<file path="config.mk">
export PLATFORM = sky130hd
export DESIGN_NAME = cle_sram_arbiter
export DESIGN_NICKNAME = d
export VERILOG_FILES = /design/src/rtl/cle_sram_arbiter.sv
export SDC_FILE = /design/constraint.sdc
export NUM_CORES = 1
export LEC_CHECK = 0
export BUFFER_PORTS_ARGS = -buffer_cell sky130_fd_sc_hd__buf_2
export CORE_AREA = 2 2 54 56
export CTS_CLUSTER_DIAMETER = 60
export DETAILED_ROUTE_END_ITERATION = 10
export DIE_AREA = 0 0 56 58
export PLACE_DENSITY = 0.76
export SETUP_SLACK_MARGIN = 0.05
export SYNTH_ARGS = -nofsm -noshare
export SYNTH_HDL_FRONTEND = slang
export SYNTH_SLANG_ARGS = --single-unit
</file>
<file path="constraint.sdc">
create_clock -name clk -period 2.4 [get_ports clk]
set_clock_uncertainty 0.2 [all_clocks]
set_input_delay 0.24 -clock clk [delete_from_list [all_inputs] [get_ports clk]]
set_output_delay 0.24 -clock clk [all_outputs]
set_load 0.01 [all_outputs]
</file>
<file path="src/rtl/cle_sram_arbiter.sv">
// Round-robin arbiter with burst locking for the 1024x8 label SRAM; grants are combinational,
// read data returns one cycle after a read grant and is flagged to whichever port issued it.
module cle_sram_arbiter #(
  parameter int AW        = 10,
  parameter int DW        = 8,
  parameter int BURST_MAX = 16
) (
  input  logic          clk,
  input  logic          reset,
  input  logic          req0,
  input  logic          req1,
  input  logic          lock0,
  input  logic          lock1,
  input  logic          we0,
  input  logic          we1,
  input  logic [AW-1:0] addr0,
  input  logic [AW-1:0] addr1,
  input  logic [DW-1:0] wdata0,
  input  logic [DW-1:0] wdata1,
  output logic          gnt0,
  output logic          gnt1,
  output logic          rvalid0,
  output logic          rvalid1,
  output logic [DW-1:0] rdata,
  input  logic [DW-1:0] sram_q,
  output logic [AW-1:0] sram_a,
  output logic [DW-1:0] sram_d,
  output logic          sram_wen,
  output logic          busy
);

  localparam int CW = $clog2(BURST_MAX + 1);

  typedef enum logic [1:0] {ARB, OWN0, OWN1} state_t;

  state_t        state_q, state_d;
  logic          last_gnt_q, last_gnt_d;
  logic [CW-1:0] burst_cnt_q, burst_cnt_d;
  logic [CW-1:0] cnt_inc;
  logic          rd_q, rd_d;
  logic          owner_q, owner_d;
  logic          g0, g1;

  // Count including the current granted cycle, saturating at BURST_MAX.
  assign cnt_inc = (burst_cnt_q == CW'(BURST_MAX)) ? burst_cnt_q : burst_cnt_q + CW'(1);

  always_comb begin
    state_d     = state_q;
    last_gnt_d  = last_gnt_q;
    burst_cnt_d = burst_cnt_q;
    g0          = 1'b0;
    g1          = 1'b0;

    case (state_q)
      ARB: begin
        burst_cnt_d = '0;
        if (req0 && (!req1 || last_gnt_q)) begin
          g0 = 1'b1;
        end else if (req1) begin
          g1 = 1'b1;
        end
        if (g0 && lock0) begin
          state_d     = OWN0;
          burst_cnt_d = CW'(1);
        end else if (g1 && lock1) begin
          state_d     = OWN1;
          burst_cnt_d = CW'(1);
        end
      end
      OWN0: begin
        g0          = req0;
        burst_cnt_d = cnt_inc;
        if (!(req0 && lock0) || ((cnt_inc == CW'(BURST_MAX)) && req1)) begin
          state_d     = ARB;
          burst_cnt_d = '0;
        end
      end
      OWN1: begin
        g1          = req1;
        burst_cnt_d = cnt_inc;
        if (!(req1 && lock1) || ((cnt_inc == CW'(BURST_MAX)) && req0)) begin
          state_d     = ARB;
          burst_cnt_d = '0;
        end
      end
      default: begin
        state_d     = ARB;
        burst_cnt_d = '0;
      end
    endcase

    // Grants are suppressed for the whole time reset is high, not just at the next edge.
    if (reset) begin
      g0 = 1'b0;
      g1 = 1'b0;
    end

    if (g0) begin
      last_gnt_d = 1'b0;
    end else if (g1) begin
      last_gnt_d = 1'b1;
    end
  end

  assign rd_d    = (g0 && !we0) || (g1 && !we1);
  assign owner_d = g1;

  always_ff @(posedge clk or posedge reset) begin
    if (reset) begin
      state_q     <= ARB;
      last_gnt_q  <= 1'b1;
      burst_cnt_q <= '0;
      rd_q        <= 1'b0;
      owner_q     <= 1'b0;
    end else begin
      state_q     <= state_d;
      last_gnt_q  <= last_gnt_d;
      burst_cnt_q <= burst_cnt_d;
      rd_q        <= rd_d;
      owner_q     <= owner_d;
    end
  end

  assign gnt0     = g0;
  assign gnt1     = g1;
  assign sram_a   = g0 ? addr0 : (g1 ? addr1 : '0);
  assign sram_d   = g0 ? wdata0 : (g1 ? wdata1 : '0);
  assign sram_wen = g0 ? !we0 : (g1 ? !we1 : 1'b1);
  assign rvalid0  = rd_q && !owner_q;
  assign rvalid1  = rd_q && owner_q;
  assign rdata    = sram_q;
  assign busy     = (state_q != ARB);

endmodule

</file>
==> flow_summary.yaml <==
timing:
  clock.fmax_mhz: 458
  setup_tns_ns: 0
  slew_violations: 0
  whs_ns: 0.0538
  tightest_slew_ns: 0.393
  fin_crit_ns: 2.18
  maxSlewHeadroom_pct: 73.8
  finalSetupViolations: 0
  fin_ws_ns: 0.218
  hold_violations: 0
  period_share_pct: 90.9
  grt_setup_unrepaired: "no"
layout:
  synthToLayoutAreaGrowth_pct: 39.5
  antenna_cells: 0
  drive_gt1_share_pct: 52.7
  nets: 220
  final_common_cell: "buf_2"
  mostFrequentLayoutCells: "buf_2 (67), a22o_1 (15), dfrtp_1 (9)"
clock_tree:
  ctsRootBufferMaster: "clkbuf_4"
  cts.sinks: 10
  numCtsBuffers: 3
  clk_pin_slew_ns: 0.07
  clockBufferDepth: 2
  insertion_delay_ns: 0.26
  cts_tree: "yes"
  htree_levels: 1
  post_cts_buffers: 0
place:
  dp_hpwl_mm: 2.17
  gp_congestion: 0.872
  portBuffers: 67
  pre_cts_ws_ns: 0.402
worst_setup_path:
  worstSetupPathType: "flip-flop to output pin"
  crit_path_end_kind: "output pin"
  required_ns: 1.96
  critical_path_arrival_ns: 1.74
  cp-start-kind: "flip-flop"
  regToRegSetupSlack_ns: 0.24
  path_max_fanout: 22
power:
  ir_drop_v: 0.000233
  p_leak_nw: 0.668
  power_density_mw_per_mm2: 425
  power_mw: 0.550
drt:
  dr.pass1.iters: 4
  viasPerCell: 5.24
  route.antenna.remaining_nets: 0
  routed-via-count: 1028
  drtIter0Drc: 26
  post_drt_wl_per_cell_um: 13.5
  drc_errors: 0
  wl_mm: 2.65
global_routing:
  grt_pass1_vias: 997
  grt.total_usage_pct: 15.7
  grt_pass1_wl_mm: 4.15
  grt_max_degree: 23
  antenna_found_initial: 0
  grt_overflow: 0
worst_hold_path:
  hold_class: "primary input to flip-flop"
synthesis:
  synth_edf_count: 0
  syn_area_um2: 928
  ys.flop_type: "dfrtp_1"
  syn_avg_cell_area_um2: 9.19
  ys_seq_elements: 10
  synth_cells: 101
  synth-seq-area-share_pct: 27.1
  synthArstFlopShare_pct: 100
  syn_nets: 155
  yosysWarnings: 0
  synthDistinctLibCells: 36
floorplan:
  dieArea_mm2: 0.00325
  row_count: 19
  die-width_um: 56
  core-area_mm2: 0.00266
  start_util_pct: 34.9
  io_pins: 84
  die_y_um: 58
flow_run:
  drv_cap: 0
status:
  outcome: "completed"
[worst max-delay path: stages (launching register included)]
cell and delay, ns:
dfrtp_1 0.45, nand2b_1 0.17, nor2_2 0.07, nor4b_4 0.23, buf_6 0.23, a22o_1 0.19, buf_2 0.14
[where the power goes]
group / total [mW] / internal [mW] / switching, mW
combinational: 0.202 / 0.103 / 0.0990
sequential: 0.200 / 0.183 / 0.0174
clock: 0.147 / 0.0919 / 0.0555
total: 0.550 / 0.378 / 0.172
[per-layer routing]
metal | global-route usage, % | vias up | share of wire, %
met3 | 1.56 | 2 | 6.4
met5 | 0 | - | 0
li1 | - | 500 | -
met4 | 7.48 | 0 | 0.60
met1 | 16.3 | 471 | 38
met2 | 31.4 | 55 | 55
[through the flow]
step                      cell area (µm²)  cells  utilization, %
after detailed placement             1220    189            46.0
after CTS                            1290    196            48.5
after global placement               1220    189            46.0
final                                1290    196            48.6
after floorplan                       928    101               -
after global routing                 1290    196            48.6
[kinds of logic after synthesis]
logic type / synth area share, %
compound gates: 30.3
buf+inv: 12.0
flops: 27.1
simple gates: 26.7
fa+ha+maj: 2.69
mux: 1.21
[worst paths after layout]
kind / start / endpoint / cells past startpoint
setup / recovery: state_q[0] / sram_a[7] / 6
hold / removal: req1 / state_q[0] / 2
setup reg to reg: state_q[0] / rd_q / 7
hold reg to reg: last_gnt_q / last_gnt_q / 2
max in group asynchronous: reset / last_gnt_q / 3
min in group asynchronous: reset / state_q[1] / 3
[layout make-up]
class                           count  area (µm²)
Sequential cell                    10         251
Clock buffer                        4        36.3
Multi-Input combinational cell     74         566
Timing Repair Buffer               72         384
Fill cell                         268        1370
Inverter                            5        18.8
Tap cell                           31        38.8
[cells in the mapped netlist (2+ instances only)]
library cell | n | area (µm²)
buf_4 | 8 | 60.1
nand2b_1 | 5 | 31.3
buf_6 | 2 | 22.5
nand3b_1 | 3 | 22.5
inv_1 | 4 | 15.0
a22o_1 | 15 | 131
dfrtp_1 | 9 | 225
ha_1 | 2 | 25.0
nor2_1 | 4 | 15.0
nand3_1 | 3 | 15.0
a22o_2 | 3 | 30.0
a31oi_1 | 2 | 12.5
buf_2 | 2 | 10.0
nand2_1 | 5 | 18.8
nor2b_1 | 4 | 25.0
nand4b_1 | 4 | 35.0
a21oi_1 | 6 | 30.0
and2_1 | 2 | 12.5
[state kept, by name, summed over array words and instances (netlist names)]
signal and cells:
burst_cnt_q 5, owner_q 1, last_gnt_q 1, state_q 2, rd_q 1
[what timing repair did]
item | 4_1_cts | 5_1_grt
gates resized for setup | 0 | 1
hold endpoints to repair | 10 | 0
endpoints found under the setup margin | 0 | 1
hold buffers | 3 | 0
(Power assumes the default switching activity.)
